==> src/rtl/par_pkg.sv <==
// Shared definitions for the 8-bit parallel frame link (receive side and transmit side).
package par_pkg;

    localparam int unsigned DATA_W = 8;
    localparam int unsigned LEN_W  = 8;
    localparam int unsigned ERR_W  = 4;

    localparam int unsigned ERR_SHORT = 0;
    localparam int unsigned ERR_LONG  = 1;
    localparam int unsigned ERR_CSUM  = 2;
    localparam int unsigned ERR_OVF   = 3;

    typedef enum logic [2:0] {
        IDLE,
        PAY,
        CSUM,
        TAIL,
        DROP
    } state_t;

    typedef struct packed {
        logic              last;
        logic [DATA_W-1:0] data;
    } fifo_entry_t;

endpackage

==> src/rtl/par_rx_fifo.sv <==
// First-word fall-through payload FIFO; a write while full is accepted when a read frees the slot.
module par_rx_fifo
    import par_pkg::*;
#(
    parameter int unsigned DEPTH = 16
) (
    input  logic        clk,
    input  logic        rst,
    input  logic        wr_en,
    input  fifo_entry_t wr_data,
    output logic        full,
    input  logic        rd_en,
    output fifo_entry_t rd_data,
    output logic        empty
);

    localparam int unsigned AW = $clog2(DEPTH);

    logic [AW:0] wr_ptr;
    logic [AW:0] rd_ptr;
    fifo_entry_t mem [DEPTH];
    logic        wr_go;
    logic        rd_go;

    // Extra pointer MSB distinguishes full from empty when the index bits match.
    assign empty   = (wr_ptr == rd_ptr);
    assign full    = (wr_ptr[AW] != rd_ptr[AW]) && (wr_ptr[AW-1:0] == rd_ptr[AW-1:0]);
    assign rd_go   = rd_en && !empty;
    assign wr_go   = wr_en && (!full || rd_go);
    assign rd_data = mem[rd_ptr[AW-1:0]];

    always_ff @(posedge clk) begin
        if (rst) begin
            wr_ptr <= '0;
            rd_ptr <= '0;
        end else begin
            if (wr_go) wr_ptr <= wr_ptr + 1'b1;
            if (rd_go) rd_ptr <= rd_ptr + 1'b1;
        end
    end

    always_ff @(posedge clk) begin
        if (!rst && wr_go) mem[wr_ptr[AW-1:0]] <= wr_data;
    end

endmodule

==> src/rtl/par_rx.sv <==
// Parallel link receiver: parses length-prefixed frames, checks the checksum,
// streams payload through a FIFO and reports per-frame status and counters.
module par_rx
    import par_pkg::*;
#(
    parameter int unsigned DEPTH = 16,
    parameter int unsigned CNT_W = 16
) (
    input  logic              clk,
    input  logic              rst,
    input  logic [DATA_W-1:0] data_in,
    input  logic              run_in,
    output logic [DATA_W-1:0] m_data,
    output logic              m_last,
    output logic              m_valid,
    input  logic              m_ready,
    output logic              frame_done,
    output logic [ERR_W-1:0]  frame_err,
    output logic [CNT_W-1:0]  good_cnt,
    output logic [CNT_W-1:0]  err_cnt
);

    logic [DATA_W-1:0] data_q;
    logic              run_q;
    logic              run_d;
    state_t            state;
    logic [LEN_W-1:0]  len;
    logic [LEN_W-1:0]  cnt;
    logic [DATA_W-1:0] sum;
    logic [ERR_W-1:0]  err_acc;

    logic              fifo_full;
    logic              fifo_empty;
    fifo_entry_t       rd_entry;
    fifo_entry_t       wr_entry_c;
    logic              pay_byte_c;
    logic              rd_fire_c;
    logic              wr_ok_c;
    logic              fin_c;
    logic [ERR_W-1:0]  fin_err_c;

    // run_q/run_d come out of reset high so a frame in flight never looks like a rising edge.
    always_ff @(posedge clk) begin
        if (rst) begin
            data_q <= '0;
            run_q  <= 1'b1;
            run_d  <= 1'b1;
        end else begin
            data_q <= data_in;
            run_q  <= run_in;
            run_d  <= run_q;
        end
    end

    assign pay_byte_c = (state == PAY) && run_q;
    assign rd_fire_c  = m_ready && !fifo_empty;
    assign wr_ok_c    = !fifo_full || rd_fire_c;
    assign wr_entry_c = '{last: (cnt == len - 1'b1), data: data_q};

    // Frame end detection and the final status word for this frame.
    always_comb begin
        fin_c     = 1'b0;
        fin_err_c = err_acc;
        case (state)
            PAY, CSUM: begin
                if (!run_q) begin
                    fin_c                = 1'b1;
                    fin_err_c[ERR_SHORT] = 1'b1;
                end
            end
            TAIL:    if (!run_q) fin_c = 1'b1;
            default: ;
        endcase
    end

    always_ff @(posedge clk) begin
        if (rst) begin
            state      <= DROP;
            len        <= '0;
            cnt        <= '0;
            sum        <= '0;
            err_acc    <= '0;
            frame_done <= 1'b0;
            frame_err  <= '0;
            good_cnt   <= '0;
            err_cnt    <= '0;
        end else begin
            frame_done <= 1'b0;
            if (fin_c) begin
                frame_done <= 1'b1;
                frame_err  <= fin_err_c;
                if (fin_err_c == '0) begin
                    if (good_cnt != '1) good_cnt <= good_cnt + 1'b1;
                end else if (err_cnt != '1) begin
                    err_cnt <= err_cnt + 1'b1;
                end
            end

            case (state)
                IDLE: begin
                    if (run_q && !run_d) begin
                        len     <= data_q;
                        cnt     <= '0;
                        sum     <= '0;
                        err_acc <= '0;
                        state   <= (data_q == '0) ? CSUM : PAY;
                    end
                end
                PAY: begin
                    if (run_q) begin
                        // Dropped bytes still count toward the checksum.
                        sum <= sum + data_q;
                        cnt <= cnt + 1'b1;
                        if (!wr_ok_c) err_acc[ERR_OVF] <= 1'b1;
                        if (cnt == len - 1'b1) state <= CSUM;
                    end else begin
                        state <= IDLE;
                    end
                end
                CSUM: begin
                    if (run_q) begin
                        if (DATA_W'(sum + data_q) != '0) err_acc[ERR_CSUM] <= 1'b1;
                        state <= TAIL;
                    end else begin
                        state <= IDLE;
                    end
                end
                TAIL: begin
                    if (run_q) err_acc[ERR_LONG] <= 1'b1;
                    else       state <= IDLE;
                end
                DROP:    if (!run_q) state <= IDLE;
                default: state <= DROP;
            endcase
        end
    end

    par_rx_fifo #(
        .DEPTH (DEPTH)
    ) u_fifo (
        .clk     (clk),
        .rst     (rst),
        .wr_en   (pay_byte_c),
        .wr_data (wr_entry_c),
        .full    (fifo_full),
        .rd_en   (m_ready),
        .rd_data (rd_entry),
        .empty   (fifo_empty)
    );

    assign m_valid = !fifo_empty;
    assign m_data  = fifo_empty ? '0 : rd_entry.data;
    assign m_last  = !fifo_empty && rd_entry.last;

endmodule

==> config.mk <==
export PLATFORM = sky130hd
export DESIGN_NAME = par_rx
export DESIGN_NICKNAME = d
export VERILOG_FILES = /design/src/rtl/par_pkg.sv /design/src/rtl/par_rx_fifo.sv /design/src/rtl/par_rx.sv
export SDC_FILE = /design/constraint.sdc
export NUM_CORES = 1
export LEC_CHECK = 0
export ABC_AREA = 0
export CORE_MARGIN = 4
export CORE_UTILIZATION = 60
export CTS_CLUSTER_DIAMETER = 120
export DETAILED_ROUTE_END_ITERATION = 10
export PLACE_DENSITY = 0.8
export REMOVE_ABC_BUFFERS = 1
export SLEW_MARGIN = 30
export SYNTH_ARGS = -nofsm -noshare
export SYNTH_HDL_FRONTEND = slang
export SYNTH_SLANG_ARGS = --single-unit
export TNS_END_PERCENT = 100
==> constraint.sdc <==
create_clock -name clk -period 7.9 [get_ports clk]
set_input_delay 1.185 -clock clk [delete_from_list [all_inputs] [get_ports clk]]
set_output_delay 1.185 -clock clk [all_outputs]
set_load 0.01 [all_outputs]
# After elaboration in Yosys (flattened, before gate mapping)
# Memory sizes are Yosys's and may differ from the RTL's. A register that Yosys moved wholly into a read port is not among the register bits.
# Index checks and enable logic that the tools add are counted.
# W data, S select, Z words.
# totals
regBits	87
ram_bits	144
inputBits	12
word_cells	103
memories	1
# mem_list
memory	depth	word_bits	rd	rd_ports_with_merged_regs	wr	line_no	source
u_fifo.mem	16	9	1	1	1	par_rx_fifo.sv:21	fifo_entry_t mem [DEPTH];
# classes
n_addsub	7
eq_ne	18
muxes	30
bitwise_logic	1
n_reduce_logical	30
# ops
operator	n
$add A16 B1 Y16 const B	2
$mux W8	4
$ne A16 B16 Y1 const B	2
$pmux W8 S2	2
$reduce_and A3 Y1	5
$ne A2 B2 Y1 const B	7
$mux W3	4
$mux W4	3
$pmux W3 S4	1
$mux W1	11
$add A5 B1 Y5 const B	2
$add A8 B1 Y8 const B	1
$add A8 B8 Y8	1
$eq A8 B8 Y1	1
$logic_not A8 Y1	1
$reduce_and A4 Y1	2
$reduce_bool A8 Y1	1
$sub A8 B1 Y8 const B	1
$logic_and A1 B1 Y1	7
$eq A3 B2 Y1 const B	2
$pmux W1 S2	3
$reduce_bool A2 Y1	3
$eq A5 B5 Y1	1
$eq A4 B4 Y1	1
other kinds (13)	18

# Logic depth before layout (Yosys ltp)
# logic_depth
ltp_word	8
ltp_mapped	8
mapped_depth_nobuf	7

# By module
# From an unflattened synthesis, not the netlist that was laid out.
# hier_totals
cells_unflattened	742
area_unflattened_um2	10154.7
# modules_own_cells
mod	n_inst	cells_each	area_each_um2
par_rx_fifo	1	292	6299.8
par_rx	1	450	3854.9

# Least setup slack after synthesis
# Ideal clock, no wire load.
# synth_path
path_type	register to output
from	register (tool-made name)
to	output port m_data[6]
arrival_ns	1.779
path_slack_ns	4.936
stages_incl_launch_ff	7
path_cell_list	dfxtp_1 -> buf_4 -> buf_2 -> buf_4 -> mux4_2 -> mux2i_1 -> a211oi_1
# synth_rtl
item	line_no	source
to (decl)	par_rx.sv:13	output logic [DATA_W-1:0] m_data,

# Worst setup path in the final report
# layout_path
from	register u_fifo.wr_ptr[3]
to	output port m_data[4]
# layout_between
elab_chain_len	2
# layout_rtl
item	line_no	source
from (decl)	par_rx_fifo.sv:19	logic [AW:0] wr_ptr;
from (signal assigned)	par_rx_fifo.sv:37	if (wr_go) wr_ptr <= wr_ptr + 1'b1;
$eq A5 B5 Y1	par_rx_fifo.sv:26	assign empty = (wr_ptr == rd_ptr);
$mux W8	par_rx.sv:152	assign m_data = fifo_empty ? '0 : rd_entry.data;
# Every way passes these cells.

==> metrics.txt <==
ys flop type edfxtp_1; crit path kind flop to output port; hold path start sum[2]$_SDFFE_PP0P_; endpoints failing hold 0; status complete, no violations; clk buf depth 3; # clock sinks 235; minimum clock period 4.45 ns; GRT Overall Usage 0.239; starting density of the core 0.612; 1st-iter DRT viols 754; DRC 0; Post-DP HPWL 14.2 mm; Num CTS Buffers 24; Worst VDD drop 0.154 mV; pin count of the biggest net entering global routing 84; register area share after synthesis 0.606; RSZ-0062 raised after global routing false; Area growth, synth to finish 16.2%; # resized after CTS 0; CORE AREA 16600 um^2; Hold Crit Depth 2; Synth Instances 785; router iterations before antenna repair 5; Post-CTS Setup Inserts 0; first-pass GRT wire length 37.1 mm; Die Y 138 um; vias in the first global route 6859; Clk Latency, worst-skew pair 0.53 ns; Post-Route WL 23.0 mm; worst min path class flop to flop; DR WL/cell 21.2 um; Setup violations, final 0; worst hold slack 0.466 ns; Routed Antenna Nets 0; most frequent cells in the layout edfxtp_1, dfxtp_1, nor2_1, clkdlybuf4s50_1; CTS tree done; Leakage 3.81 nW; hold path endpoint sum[2]$_SDFFE_PP0P_; Slew @ Worst Pin 0.910 ns; ys async rst share 0; total die area 19000 um^2; CTS H-Tree Depth 1; Max Clock Skew 0.0264 ns; pwr dens 223 nW/um^2; fin crit share 0.563; DIE WIDTH 138 um; Filler Cell Count 1082; max cap viols 0; CP arrival 3.26 ns; Root Buffer clkbuf_16; clock slew at reported path FFs 0.06 ns; Avg Cell Area, Syn 12.9 um^2; Slew HR 0.391; grt ovf 0; Max Freq 0.225 GHz; crit path capture type output port; Ant. Diodes 0; Worst setup SP type flop; post-synth cell types 65; RR Startpoint data_q[3]$_SDFF_PP0_; crit-path max FO 13; antenna violations before repair 0; commonest non-fill, non-tap cell in the layout edfxtp_1; Netlist Area Pre-Place 10100 um^2; final setup TNS 0 ns; worst r2r dst err_acc[2]$_SDFFE_PP0P_; Via density 6.29; Rows 47; internal reg-to-reg setup slack 4.99 ns; # hold bufs at CTS 0; # nets final 878; YS warnings 0; GPL Wtd Cong 0.877; proportion of layout cells with a drive suffix above 1 0.134; Port Buf Inserts 58; R2R cell count 6; critical path required time 6.71 ns; io pins 59; Post-synth EDFFs 144; overall power 2.63 mW; Yosys reg bits 235; via count 6831; Final Max Slew Viols 0
-- sequential cells by signal (all words and copies together) (netlist names), 3 cells and up, named ones only --
signal / cells
u_fifo.wr_ptr: 5
u_fifo.rd_ptr: 5
err_acc: 3
sum: 8
state: 3
err_cnt: 16
len: 8
u_fifo.mem: 144
data_q: 8
frame_err: 4
cnt: 8
good_cnt: 16
-- synth_stat cells, types with 16 or more instances --
cell type	number	area [um^2]
clkbuf_1	26	97.6
nor3_1	22	110
nor2_1	67	251
mux4_2	36	811
nor4_1	16	100
or3_1	17	106
xnor2_1	28	245
o21ai_0	18	90.1
nand2_1	43	161
ha_1	16	200
a211oi_1	21	158
nor2b_1	20	125
dfxtp_1	91	1820
edfxtp_1	144	4320
nand3_1	18	90.1
inv_1	16	60.1
a21oi_1	43	215
-- through the flow --
| stage | cell area, um^2 | worst slack (ns) | instances | utilization |
|---|---|---|---|---|
| global placement | 11000 | 4.12 | 1042 | 0.661 |
| global route | 11800 | 3.32 | 1086 | 0.711 |
| CTS | 11800 | 3.46 | 1085 | 0.710 |
| detailed placement | 11000 | 4.07 | 1042 | 0.663 |
| finish | 11800 | 3.45 | 1086 | 0.711 |
| floorplan | 9960 | 4.00 | 746 | - |
-- metal layers --
layer	routed length (um)	global-route usage	vias up	part of all wire
met5	0	0	-	0
met4	702	0.0749	0	0.031
met3	1530	0.0414	68	0.066
met2	11300	0.401	306	0.49
met1	9430	0.323	3342	0.41
li1	-	-	3115	-
-- critical path: stages (launching register included) --
cell and delay [ns]:
dfxtp_1 0.77, xnor2_1 0.19, nand4_1 0.29, nor2_1 0.79
a211oi_1 0.15, clkdlybuf4s50_1 0.54
-- worst max-delay path by stage --
stage                                       start        end  slack, ns  depth (start not counted)
CTS                 u_fifo.wr_ptr[3]$_SDFFE_PP0N_  m_data[4]       3.46                          5
global route        u_fifo.wr_ptr[3]$_SDFFE_PP0N_  m_data[4]       3.32                          5
finish              u_fifo.wr_ptr[3]$_SDFFE_PP0N_  m_data[4]       3.45                          5
detailed placement  u_fifo.wr_ptr[3]$_SDFFE_PP0N_  m_data[4]       4.07                          5
global placement                             flop  m_data[0]       4.12                          6
floorplan                                    flop  m_data[0]       4.00                          4
-- logic make-up (layout without fill, tap and decap cells) --
family                     after synthesis  in the layout  synth area share
DFF                                    235            235             0.606
buffers and inverters                   55            136            0.0243
adders and majority gates               17             17            0.0217
xor gates and xnor gates                42             42            0.0363
AOI/OAI and AO/OA                      126            126            0.0801
and+or+nand+nor                        260            260             0.138
muxes                                   50             50            0.0940
-- power breakdown --
group          leakage, nW  internal [mW]  switching [mW]  total, mW
Combinational         1.37         0.0746          0.0879      0.163
Clock                0.376          0.657           0.465       1.12
Sequential            2.07           1.31          0.0349       1.35
-- area by class of cell --
type	instances	area (um^2)	share of cell area
clock buffers	28	616	0.0522
clock inverters	15	163	0.0138
inverters	16	60.1	0.00510
multi-input cells	495	3800	0.323
flip-flops and latches	235	6150	0.522
well taps	220	275	0.0234
repair buffers	77	718	0.0609
No activity file was read; power rests on OpenSTA's default activity.
